### src/rtl/sg32_isa_pkg.sv
// -----------------------------------------------------------------------------
// sg32_isa_pkg
// Shared SG32 instruction-set constants: class codes, immediate-slot modes,
// instruction field positions and the immediate width.
// -----------------------------------------------------------------------------
package sg32_isa_pkg;

    localparam int INSTR_W     = 32;
    localparam int IMM_W       = 12;

    // field positions within the 32-bit instruction word
    localparam int CLS_LSB     = 0;
    localparam int CLS_W       = 2;
    localparam int MODE_LSB    = 2;
    localparam int MODE_W      = 2;
    localparam int OPC_LSB     = 4;
    localparam int OPC_W       = 6;
    localparam int F1_LSB      = 10;
    localparam int F2_LSB      = 15;
    localparam int F3_LSB      = 20;
    localparam int REG_FIELD_W = 5;
    localparam int IMM_LSB     = 20;

    typedef enum logic [1:0] {
        CLS_ALU  = 2'b00,
        CLS_RAM  = 2'b01,
        CLS_COND = 2'b10,
        CLS_EXT  = 2'b11
    } cls_e;

    // which operand slot carries the immediate
    typedef enum logic [1:0] {
        IMM_NONE = 2'b00,
        IMM_A    = 2'b01,
        IMM_B    = 2'b10,
        IMM_C    = 2'b11
    } imm_mode_e;

endpackage

### src/rtl/decode_fields.sv
// -----------------------------------------------------------------------------
// decode_fields
// Purely combinational SG32 field decode.
//
// Parameters: XLEN (immediate width), NREG (register count, power of 2),
//             IMM_SIGNED (1 = sign-extend immediate, 0 = zero-extend)
// Ports:
//   instr                               instruction word
//   alu_en/ram_en/cond_en/ext_en        one-hot class
//   opcode, imm_mode                    raw opcode and immediate-slot mode
//   a_en/b_en/c_en                      one-hot register enables (0 for imm/ext)
//   a_imm/b_imm/c_imm                   slot carries the immediate
//   imm                                 extended immediate, always driven
// -----------------------------------------------------------------------------
module decode_fields
    import sg32_isa_pkg::*;
#(
    parameter int XLEN       = 32,
    parameter int NREG       = 32,
    parameter int IMM_SIGNED = 1
) (
    input  logic [INSTR_W-1:0] instr,
    output logic               alu_en,
    output logic               ram_en,
    output logic               cond_en,
    output logic               ext_en,
    output logic [OPC_W-1:0]   opcode,
    output logic [MODE_W-1:0]  imm_mode,
    output logic [NREG-1:0]    a_en,
    output logic [NREG-1:0]    b_en,
    output logic [NREG-1:0]    c_en,
    output logic               a_imm,
    output logic               b_imm,
    output logic               c_imm,
    output logic [XLEN-1:0]    imm
);

    localparam int RW = (NREG > 1) ? $clog2(NREG) : 1;

    // only the low RW bits of a register field select a register
    function automatic logic [NREG-1:0] onehot(input logic [RW-1:0] idx);
        logic [NREG-1:0] v;
        v      = '0;
        v[idx] = 1'b1;
        return v;
    endfunction

    cls_e             cls;
    logic [RW-1:0]    f1;
    logic [RW-1:0]    f2;
    logic [RW-1:0]    f3;
    logic [IMM_W-1:0] imm12;
    logic             unused_instr;

    assign cls          = cls_e'(instr[CLS_LSB +: CLS_W]);
    assign f1           = instr[F1_LSB +: RW];
    assign f2           = instr[F2_LSB +: RW];
    assign f3           = instr[F3_LSB +: RW];
    assign imm12        = instr[IMM_LSB +: IMM_W];
    assign opcode       = instr[OPC_LSB +: OPC_W];
    assign imm_mode     = instr[MODE_LSB +: MODE_W];
    assign unused_instr = ^instr;

    assign alu_en  = (cls == CLS_ALU);
    assign ram_en  = (cls == CLS_RAM);
    assign cond_en = (cls == CLS_COND);
    assign ext_en  = (cls == CLS_EXT);

    generate
        if (IMM_SIGNED != 0) begin : g_sext
            assign imm = XLEN'($signed(imm12));
        end else begin : g_zext
            assign imm = XLEN'(imm12);
        end
    endgenerate

    // register fields fill the non-immediate slots in A, B, C order
    always_comb begin
        a_en  = '0;
        b_en  = '0;
        c_en  = '0;
        a_imm = 1'b0;
        b_imm = 1'b0;
        c_imm = 1'b0;
        case (imm_mode_e'(imm_mode))
            IMM_NONE: begin
                a_en = onehot(f1);
                b_en = onehot(f2);
                c_en = onehot(f3);
            end
            IMM_A: begin
                a_imm = 1'b1;
                b_en  = onehot(f1);
                c_en  = onehot(f2);
            end
            IMM_B: begin
                a_en  = onehot(f1);
                b_imm = 1'b1;
                c_en  = onehot(f2);
            end
            default: begin
                a_en  = onehot(f1);
                b_en  = onehot(f2);
                c_imm = 1'b1;
            end
        endcase
        // extension-class words carry no register operands at all
        if (cls == CLS_EXT) begin
            a_en  = '0;
            b_en  = '0;
            c_en  = '0;
            a_imm = 1'b0;
            b_imm = 1'b0;
            c_imm = 1'b0;
        end
    end

endmodule

### src/rtl/decode_stage.sv
// -----------------------------------------------------------------------------
// decode_stage
// One-deep registered decode stage with valid/ready handshake and an optional
// register scoreboard interlock (compile with DECODE_SCOREBOARD_EN to enable).
//
// Parameters: XLEN, NREG, IMM_SIGNED (see decode_fields)
// Ports:
//   clk, rst                      clock, synchronous active-high reset
//   in_valid/in_instr/in_ready    instruction input handshake
//   out_valid/out_ready           decoded bundle handshake
//   out_*                         registered decoded bundle
//   wb_valid/wb_reg               writeback retiring a register
//   flush                         discard the held bundle
//   sb_busy                       pending-write bits (0 without scoreboard)
// -----------------------------------------------------------------------------
module decode_stage
    import sg32_isa_pkg::*;
#(
    parameter int XLEN       = 32,
    parameter int NREG       = 32,
    parameter int IMM_SIGNED = 1
) (
    input  logic               clk,
    input  logic               rst,
    input  logic               in_valid,
    input  logic [31:0]        in_instr,
    output logic               in_ready,
    output logic               out_valid,
    input  logic               out_ready,
    output logic               out_alu_en,
    output logic               out_ram_en,
    output logic               out_cond_en,
    output logic               out_ext_en,
    output logic [5:0]         out_opcode,
    output logic [1:0]         out_imm_mode,
    output logic [NREG-1:0]    out_a_en,
    output logic [NREG-1:0]    out_b_en,
    output logic [NREG-1:0]    out_c_en,
    output logic               out_a_imm,
    output logic               out_b_imm,
    output logic               out_c_imm,
    output logic [XLEN-1:0]    out_imm,
    input  logic               wb_valid,
    input  logic [4:0]         wb_reg,
    input  logic               flush,
    output logic [NREG-1:0]    sb_busy
);

    localparam int RW = (NREG > 1) ? $clog2(NREG) : 1;

    logic            dec_alu_en;
    logic            dec_ram_en;
    logic            dec_cond_en;
    logic            dec_ext_en;
    logic [5:0]      dec_opcode;
    logic [1:0]      dec_imm_mode;
    logic [NREG-1:0] dec_a_en;
    logic [NREG-1:0] dec_b_en;
    logic [NREG-1:0] dec_c_en;
    logic            dec_a_imm;
    logic            dec_b_imm;
    logic            dec_c_imm;
    logic [XLEN-1:0] dec_imm;
    logic            hazard;
    logic            accept;

    decode_fields #(
        .XLEN       (XLEN),
        .NREG       (NREG),
        .IMM_SIGNED (IMM_SIGNED)
    ) u_fields (
        .instr    (in_instr),
        .alu_en   (dec_alu_en),
        .ram_en   (dec_ram_en),
        .cond_en  (dec_cond_en),
        .ext_en   (dec_ext_en),
        .opcode   (dec_opcode),
        .imm_mode (dec_imm_mode),
        .a_en     (dec_a_en),
        .b_en     (dec_b_en),
        .c_en     (dec_c_en),
        .a_imm    (dec_a_imm),
        .b_imm    (dec_b_imm),
        .c_imm    (dec_c_imm),
        .imm      (dec_imm)
    );

    assign in_ready = !rst && !flush && !hazard && (!out_valid || out_ready);
    assign accept   = in_valid && in_ready;

`ifdef DECODE_SCOREBOARD_EN
    logic [NREG-1:0] sb_q;
    logic [NREG-1:0] sb_next;
    logic [RW-1:0]   wb_idx;
    logic            unused_wb;

    assign wb_idx    = wb_reg[RW-1:0];
    assign unused_wb = ^wb_reg;
    assign sb_busy   = sb_q;

    // imm and ext slots decode to all-zero enables, so they never match
    assign hazard = in_valid && (|((dec_a_en | dec_b_en) & sb_q));

    // the set is applied last so a same-cycle set and clear leaves it set
    always_comb begin
        sb_next = sb_q;
        if (wb_valid) begin
            sb_next[wb_idx] = 1'b0;
        end
        if (flush && out_valid) begin
            sb_next = sb_next & ~out_c_en;
        end
        if (accept) begin
            sb_next = sb_next | dec_c_en;
        end
    end

    always_ff @(posedge clk) begin
        if (rst) begin
            sb_q <= '0;
        end else begin
            sb_q <= sb_next;
        end
    end
`else
    logic unused_wb;

    assign unused_wb = wb_valid ^ (^wb_reg);
    assign hazard    = 1'b0;
    assign sb_busy   = '0;
`endif

    // bundle fields only change on a load; flush and drain just drop valid
    always_ff @(posedge clk) begin
        if (rst) begin
            out_valid    <= 1'b0;
            out_alu_en   <= 1'b0;
            out_ram_en   <= 1'b0;
            out_cond_en  <= 1'b0;
            out_ext_en   <= 1'b0;
            out_opcode   <= '0;
            out_imm_mode <= '0;
            out_a_en     <= '0;
            out_b_en     <= '0;
            out_c_en     <= '0;
            out_a_imm    <= 1'b0;
            out_b_imm    <= 1'b0;
            out_c_imm    <= 1'b0;
            out_imm      <= '0;
        end else if (flush) begin
            out_valid <= 1'b0;
        end else if (accept) begin
            out_valid    <= 1'b1;
            out_alu_en   <= dec_alu_en;
            out_ram_en   <= dec_ram_en;
            out_cond_en  <= dec_cond_en;
            out_ext_en   <= dec_ext_en;
            out_opcode   <= dec_opcode;
            out_imm_mode <= dec_imm_mode;
            out_a_en     <= dec_a_en;
            out_b_en     <= dec_b_en;
            out_c_en     <= dec_c_en;
            out_a_imm    <= dec_a_imm;
            out_b_imm    <= dec_b_imm;
            out_c_imm    <= dec_c_imm;
            out_imm      <= dec_imm;
        end else if (out_ready) begin
            out_valid <= 1'b0;
        end
    end

endmodule

### config.mk
export PLATFORM = sky130hd
export DESIGN_NAME = decode_stage
export DESIGN_NICKNAME = d
export VERILOG_FILES = /design/src/rtl/sg32_isa_pkg.sv /design/src/rtl/decode_fields.sv /design/src/rtl/decode_stage.sv
export SDC_FILE = /design/constraint.sdc
export NUM_CORES = 1
export LEC_CHECK = 0
export ABC_AREA = 1
export CORE_MARGIN = 2
export CORE_UTILIZATION = 60
export CTS_BUF_LIST = sky130_fd_sc_hd__clkbuf_8
export CTS_CLUSTER_DIAMETER = 100
export DETAILED_ROUTE_END_ITERATION = 6
export DONT_BUFFER_PORTS = 1
export GPL_ROUTABILITY_DRIVEN = 1
export PLACE_DENSITY = 0.78
export SYNTH_ARGS = -nofsm -noshare
export SYNTH_HDL_FRONTEND = slang
export SYNTH_HIERARCHICAL = 1
export SYNTH_SLANG_ARGS = --single-unit
### constraint.sdc
create_clock -name clk -period 4.4 [get_ports clk]
set_input_delay 0.88 -clock clk [delete_from_list [all_inputs] [get_ports clk]]
set_output_delay 0.88 -clock clk [all_outputs]
set_load 0.02 [all_outputs]
Word level (Yosys, flattened, before mapping)
Index checks and enable logic that the tools add are counted.
Storage, ports and cells
  input bits: 43
  output and inout bits: 177
  memories: 0
  RAM bits: 0
  memory bits (read-only): 0
  flip-flop bits (word level): 124
  logic and storage cells: 63
  bits in latches: 0
Operators by class
  eq/ne operators: 5
  multipliers: 0
  bitwise operators: 1
  reductions and logical operators: 17
  muxes and demuxes: 20
  shifts and indexed selects: 0
  divide/modulo/power cells: 0
  magnitude comparators: 6
  add/sub/neg operators: 0
Operator list (count)
  2-to-1 mux 32 bit: 4
  one-hot mux 32 bit (2 select lines): 2
  < comparator 5 x 6 -> 1 bit, second input constant: 3
  demux 1 bit (select 5 bit): 3
  >= comparator 5 x 1 -> 1 bit, second input constant: 3
  2-to-1 mux 1 bit: 11
  equality test 2 bit, second input constant: 3
  logical AND 1 bit: 6
  equality test 2 x 1 -> 1 bit, second input constant: 2
  logical NOT 2 bit: 2
  OR reduction 2 bit: 2
  logical NOT 1 bit: 3
  OR reduction 3 bit: 1
  AND reduction 2 bit: 1
  nonzero test 2 bit: 1
  logical OR 1 bit: 1
  inverter 1 bit: 1

Depth between registers and ports, before layout
  word-level depth: 6
  gate-level depth with buffers: 12
  depth with buffers taken out: 11

Hierarchy
The synthesis kept the hierarchy.
Modules (own cells, without submodules)
  decode_stage: seq. area each 2882.8 sq um, area an instance 7639.8 sq um, cells each 1262, times used 1
  decode_fields: seq. area each 0.0 sq um, area an instance 2277.2 sq um, cells each 483, times used 1

Worst setup path after synthesis
No wires, ideal clock.
  kind: input to output
  start point: in flush
  end point: out in_ready
  data required time: 3520 ps
  slack: 1591 ps
  data arrival time: 1929 ps
  stages on the path: 5
  path buffers: 2
  cells stage by stage: nor2_2 -> buf_2 -> buf_2 -> inv_2 -> a21oi_1
On the way
  cells in the longest elaborated chain, start to end: 3
Ends and longest elaborated chain
  start: declaration: RTL line decode_stage.sv:45  | input logic flush,
  logical NOT 1 bit: RTL line decode_stage.sv:88  | assign in_ready = !rst && !flush && !hazard && (!out_valid || out_ready);
  logical AND 1 bit (2 in series): RTL line decode_stage.sv:88
  end: declaration: RTL line decode_stage.sv:27  | output logic in_ready,
Every way passes these cells.

Final worst setup path
Same ends and word-level chain as after synthesis.

==> results.ini <==
[synthesis]
synth_seq_cells=144
netlist.area_leader.share_pct=29.1
synth_cell_types=24
syn_inst=1745
synth_area_per_cell_um2=5.68
yosysSeqAreaShare_pct=29.1
synth-warning-count=6
synth.area.top_cells=dfxtp_1 29%, inv_1 17%, nand2_1 15%
synth.largest_area_cell=dfxtp_1
syn-cell-area_um2=9920

[power]
power_density_nw_per_um2=317
ir_drop_mv=0.189
p_leak_uw=0.00495

[critical_path]
reg2reg_depth=6
crit_chain=nor2_4 > buf_4 > inv_2 > a21oi_1
r2r_slack_ps=1950
arrival_ps=1830
cp-end-kind=primary output
slowest_stage=a21oi_1
cpPeakStageDelay_ps=380
critical_path_class=primary input to primary output
cp-start-kind=primary input
crit_required_ps=3520
crit_fanout=36

[global_route]
grt_pass1_vias=8037
groute.usage.overall_pct=26.5
antenna_found_initial=0
grt_use_met1_pct=34.7
top_usage_layer=met2
grt.overflow.total=0
grt_util_met2_pct=42.3
grt_start_max_net_pins=145
grt_pass1_wl_mm=39.0
grt_use_met3_pct=8.01

[clock_network]
cts_max_level=4
cts.sinks=144
path_clk_slew_ps=80
cts_root_buf=clkbuf_8
postCtsSetupBuffers=0
cts_buffer_depth=2
cts_tree=yes
cts_buffers=17
clock_latency_ps=440
cts-resized-gates=0
hold_buffers=0

[floorplan]
dieArea_um2=17600
die_w_um=133
initial_utilization_pct=60.7
die_y_um=133
io_pins=220
core_um2=16300
num_rows=47

[cells_and_area]
multi_input_area_um2=4340
fill_cells=1713
regArea_um2=2880
areaGrowthSynthToFinish_pct=-1.44
fin_nets=1674
drive_gt1_share_pct=3.90
diodes=0
final_cells=1859
final_common_cell=inv_1
layout_common_cells=458 x inv_1, 408 x nand2_1, 222 x nor2_1

[detailed_routing]
ant_nets=0
finalWirelength_mm=23.5
drtPass1Iterations=6
drc=0
drt_iter0_markers=934
dr_total_vias=9139
post_drt_wl_per_cell_um=12.7
avgViaCountPerCell=4.92

[sta]
period_share_pct=61.5
drv_slew=0
setup_tns_ps=0
max_freq_mhz=370
setup_viol=0
worst_pin_slew_ps=1140
finalHoldViolCount=0
relSlewSlack_pct=24.1
finalCriticalPeriod_ps=2710
fin_skew_ps=6.41
rsz0062_at_grt=false

[place]
port-buffer-count=0
gp_congestion=0.893
place_inst=1828
post-dp-hpwl_mm=15.3

[run]
maxCapViolations=0

[worst_hold_path]
holdPathStages=4
hp-class=flip-flop to flip-flop

[outcome]
outcome=finished, final reports clean

-- path summary, 6_finish.rpt --
| path | end | start |
|---|---|---|
| worst min-delay path | out_a_en[21]$_SDFFE_PP0P_ | out_a_en[21]$_SDFFE_PP0P_ |
| worst max register to register | out_b_en[3]$_SDFFE_PP0P_ | out_valid$_SDFFE_PP0P_ |
| worst min register to register | out_a_en[21]$_SDFFE_PP0P_ | out_a_en[21]$_SDFFE_PP0P_ |
| worst max-delay path | in_ready | flush |
-- logic make-up after synthesis --
group	synth area share [%]
adder cells (fa/ha/maj)	0.505
buffers and inverters	28.5
AND/OR/NAND/NOR	38.4
flip-flops	29.1
other	0.0378
AO/OA/AOI/OAI	3.48
-- cells in the mapped netlist --
cell        n
buf_4      73
nor3_4      1
inv_1     458
nor3_1     27
o21ai_0    20
nand2_1   409
nand4_1   147
nand3_1    51
buf_6       8
nor2_1    222
nor3_2      1
a21oi_1    49
dfxtp_1   144
nor2_4      1
clkbuf_1   46
buf_2      31
nor2_2      5
conb_1      1
nor4_1      8
ha_1        4
clkinv_1    5
buf_1      20
nand3_2     1
inv_2      13
-- registers in the layout (all words and copies together) (netlist names), 2 cells and up --
signal        cells
out_c_en         32
out_a_en         32
out_imm          32
out_opcode        6
out_imm_mode      2
out_b_en         32
-- cell type report --
cell class | count | area share, %
clock buffers | 18 | 2.53
clock inverters | 13 | 1.65
inverters | 476 | 18.3
multi-input cells | 978 | 44.4
flip-flops and latches | 144 | 29.5
well taps | 220 | 2.82
repair buffers | 10 | 0.768
-- per-layer routing --
metal	part of all wire, %	wire, um	up-vias
met2	45	10700	307
met3	8.9	2100	34
met1	44	10400	3987
met4	1.7	400	0
li1	-	-	4811
met5	0	0	-
-- critical path: cells and delay by family --
family / cells / cell delay (ps)
AOI/OAI and AO/OA: 1 / 380
buffers and inverters: 2 / 430
and+or+nand+nor: 1 / 110
-- power breakdown --
part / switching, uW / internal (uW)
clock: 525 / 574
sequential: 131 / 1370
combinational: 348 / 150
total: 1000 / 2090
-- metrics by stage --
step,total power [uW],utilization (%),hold slack [ps],setup slack (ps),area (um^2)
after detailed placement,2020,57.3,595,1420,9370
final,3100,59.8,609,1690,9770
after floorplan,2000,-,583,1590,10000
after global placement,2010,57.3,594,1470,9370
after global routing,3270,59.8,628,1570,9770
after CTS,3120,59.8,609,1710,9770
Power figures use the tool's default switching activity.
==> edit 1 (same settings) <==
Change the package constant `F1_LSB` from 10 to 12.
--- a/src/rtl/sg32_isa_pkg.sv
+++ b/src/rtl/sg32_isa_pkg.sv
@@ -17,3 +17,3 @@
     localparam int OPC_W       = 6;
-    localparam int F1_LSB      = 10;
+    localparam int F1_LSB      = 12;
     localparam int F2_LSB      = 15;
Function: changed (a bounded check fails within 4 cycles, from zero or initial values and one cycle with rst high).
==> edit 1 against the unedited design <==
Synthesized cell count decreased by 1.0%; sequential cell count unchanged; largest cell class unchanged; worst hold slack got worse by 0.0011 ns; critical endpoint is now out_a_en[30]; synthesized area decreased by 0.49%; total power decreased by 3.5%; fmax increased by 6.4%; wire length increased by 3.5%; setup slack improved by 0.16 ns; cell area decreased by 0.74%.
==> edit 1: results (changes against the unedited design) <==
share of layout cells above drive strength 1 0.0437 (+0.00467); DR iter-0 viols 1088 (+16%); Max stage delay on crit path 0.60 ns (+0.22 ns); Vias/cell 4.96 (+0.94%); Worst Setup EP out_a_en[30]; WL/cell 13.2 um (+4.5%); post-route worst setup slack 1.86 ns (+0.162 ns); global-route wire length before repair 40300 um (+3.2%); met2 GRT Util 0.416 (-0.00619); main area contributors after synthesis dfxtp_1, inv_1, nand2_1; Worst Skew 0.00963 ns (+0.00322 ns); TritonRoute pass-1 iters 5 (-1); Buffers, non-clock 12 (+2); met3 GRT Util 0.0700 (-0.0101); status finished, final reports clean; syn avg cell area 5.71 um^2 (+0.55%); Combinational Power 0.000504 W (+1%); post-DP HPWL 15700 um (+3.2%); Post-Synth Adder-Cell Area 0.00507 (+0.0000250); CP max-delay cell nand2_1; metal2 WL 10700 um (+0.37%); Compound-Gate Fraction of Synth Area 0.0350 (+0.000172); P_int 0.00195 W (-7.0%); routability cong. 0.957 (+7.1%); final hold slack 0.608 ns (-0.00113 ns); vias 9131 (-0.088%); area grow syn2layout -1.69%; HP Class primary input to flip-flop; clk_lat worst skew 0.46 ns (+0.02 ns); slew of the pin with the lowest slew margin 1.07 ns (-0.0703 ns); ClkCell Share 0.0379 (-0.00394); Non-clk invs 474 (-0.42%)
==> edit 1: cell types whose count changed in the layout (fill, tap and decap cells not counted), sizes merged <==
cell      unedited run  this run
buf                 10        12
bufinv               3         0
clkbuf              18        19
clkinvlp             1         3
inv                473       472
nand2              409       395
nand3               52        58
nor2               228       219
nor3                29        18
nor4                 8        20
==> edit 1: worst min-delay path by stage <==
stage,from,to,depth (start not counted)
3_3_place_gp,out_c_en[17],out_c_en[17],4
6_report,rst,out_valid,3
4_1_cts,rst,out_valid,3
2_1_floorplan,out_a_en[0],out_a_en[0],4
3_5_place_dp,out_b_en[19],out_b_en[19],4
5_1_grt,rst,out_valid,3
==> edit 1: cell families (layout without fill, tap and decap cells) <==
| family | after synthesis | count (layout) |
|---|---|---|
| AND/OR/NAND/NOR | 857 | 857 |
| buffers and inverters | 652 | 518 |
| AO/OA/AOI/OAI | 69 | 69 |
| flip-flops | 144 | 144 |
| adder cells (fa/ha/maj) | 4 | 4 |
| other | 1 | 32 |
==> edit 2 (config.mk and constraints unchanged) <==
Without the edit above. `IMM_SIGNED` is set to 1 in 2 places; all go to 0. Comments in the files are not updated.
--- a/src/rtl/decode_fields.sv
+++ b/src/rtl/decode_fields.sv
@@ -19,3 +19,3 @@
     parameter int NREG       = 32,
-    parameter int IMM_SIGNED = 1
+    parameter int IMM_SIGNED = 0
 ) (
--- a/src/rtl/decode_stage.sv
+++ b/src/rtl/decode_stage.sv
@@ -20,3 +20,3 @@
     parameter int NREG       = 32,
-    parameter int IMM_SIGNED = 1
+    parameter int IMM_SIGNED = 0
 ) (
Function: changed (Yosys sat finds a counterexample within 4 cycles, from zero or initial values and one cycle with rst high).
==> edit 2 against the unedited design <==
Setup slack worse by 0.039 ns; synthesized area about the same; wire length down 2.3%; cell count up 0.97%; sequential share of layout area down 0.28 points; total power up 0.97%; largest cell class unchanged; via count down 0.49%; fmax down 1.4%; sequential cell count unchanged; non-clock buffer count down 3; synthesized cell count about the same; sequential power about the same; cell area up 0.97%.
==> edit 2: results (changes against the unedited design) <==
status finished, final reports clean; Max stage delay on crit path 0.51 ns (+0.13 ns); Post-CTS Resized 0 (unchanged); ys async rst share 0 (unchanged); vias 9094 (-0.49%); post-DP HPWL 14800 um (-2.9%); Compound-Gate Fraction of Synth Area 0.0348 (about the same); main combinational cell family by area after synthesis simple AND/OR/NAND/NOR gates; fin cells 1877 (+0.97%); final-report hold violation count 0 (unchanged); DR iter-0 viols 677 (-28%); Root Buffer clkbuf_8; commonest cells in the netlist inv_1, nand2_1, nor2_1; global-route wire length before repair 38500 um (-1.4%); dpl ws 1.46 ns (+0.0347 ns); sequential area share after synthesis 0.291 (about the same); gr usage total 0.261 (-0.00410); Filler Cells Inserted 1687 (-1.5%); syn avg cell area 5.68 um^2 (about the same); maximum net fanout on the critical path 23 (-36%); CP max-delay cell nor2_4; share of layout cells above drive strength 1 0.0350 (-0.00405); P_leak 4.92 nW (-0.54%); yosys synthesis warning count 6 (unchanged); CP delay by family, top simple AND/OR/NAND/NOR gates; CTS H-tree depth 4 (unchanged); antenna violations before repair 0 (unchanged); routability cong. 0.948 (+6.1%); peak supply drop 177 uV (-6.8%); PwrDens 317 mW/mm^2 (about the same); flop2flop setup slack 2.09 ns (+0.14 ns); placed cells 1845 (+0.93%); Worst Skew 0.00589 ns (-0.000515 ns); Post-DP Area 0.00944 mm^2 (+0.83%); Distinct cells, synth 24 (unchanged); Critical Path AT 1.86 ns (+0.03 ns); relative slew slack 0.316 (+0.0748); main area contributors after synthesis dfxtp_1, inv_1, nand2_1; Reg2Reg Depth 5 (-1); worst-case clock buffer depth 2 (unchanged); Post-CTS Setup Bufs 0 (unchanged); Post-synth EDFFs 0 (unchanged); port bufs 0 (unchanged); FF-to-FF End out_c_en[31]; Post-Synth Adder-Cell Area 0.00504 (about the same); clk_lat worst skew 0.46 ns (+0.02 ns); vias in the first global route 8056 (+0.24%); Final nets 1691 (+1.0%); Reg2Reg Launch Point out_valid; WL/cell 12.3 um (-3.2%)
==> edit 2: cell count changes after synthesis, sizes merged <==
cell / change
conb: +1
==> edit 2: worst min path at each step <==
stage / from / slack (ns) / depth (start not counted) / to
after floorplan: out_a_en[0] / 0.58 / 4 / out_a_en[0]
after global placement: out_opcode[4] / 0.59 / 4 / out_opcode[4]
after detailed placement: out_a_en[15] / 0.60 / 4 / out_a_en[15]
after CTS: in_valid / 0.61 / 3 / out_imm[0]
after global routing: in_valid / 0.63 / 3 / out_imm[1]
final: out_a_en[8] / 0.61 / 4 / out_a_en[8]
==> edit 2: routing by layer <==
metal / routed length, um / up-vias / part of all wire / GRT usage
met5: 0 / - / 0 / 0
met4: 376 / 0 / 0.016 / 0.0735
met3: 2190 / 23 / 0.095 / 0.0916
met2: 10400 / 334 / 0.45 / 0.420
met1: 10100 / 3916 / 0.44 / 0.331
li1: - / 4821 / - / -
==> edit 2: final cells by class <==
| cell class | count | area (um^2) | share of cell area |
|---|---|---|---|
| clock buffer | 21 | 289 | 0.0293 |
| clock inverter | 11 | 138 | 0.0139 |
| inverter | 476 | 1790 | 0.181 |
| multi-input combinational | 998 | 4420 | 0.448 |
| sequential | 144 | 2880 | 0.292 |
| tap | 220 | 275 | 0.0279 |
| timing repair buffer | 7 | 77.6 | 0.00786 |
==> edit 2: cells by family (layout without fill, tap and decap cells) <==
group / Yosys count / in the layout
and+or+nand+nor: 873 / 873
buffers and inverters: 654 / 515
other: 2 / 52
DFF: 144 / 144
AOI/OAI and AO/OA: 69 / 69
adders and majority gates: 4 / 4
==> edit 2: report_power, final <==
group,leakage (nW),switching (W),internal [W]
Sequential,1.18,0.000130,0.00137
Clock,0.224,0.000515,0.000617
Combinational,3.52,0.000346,0.000149
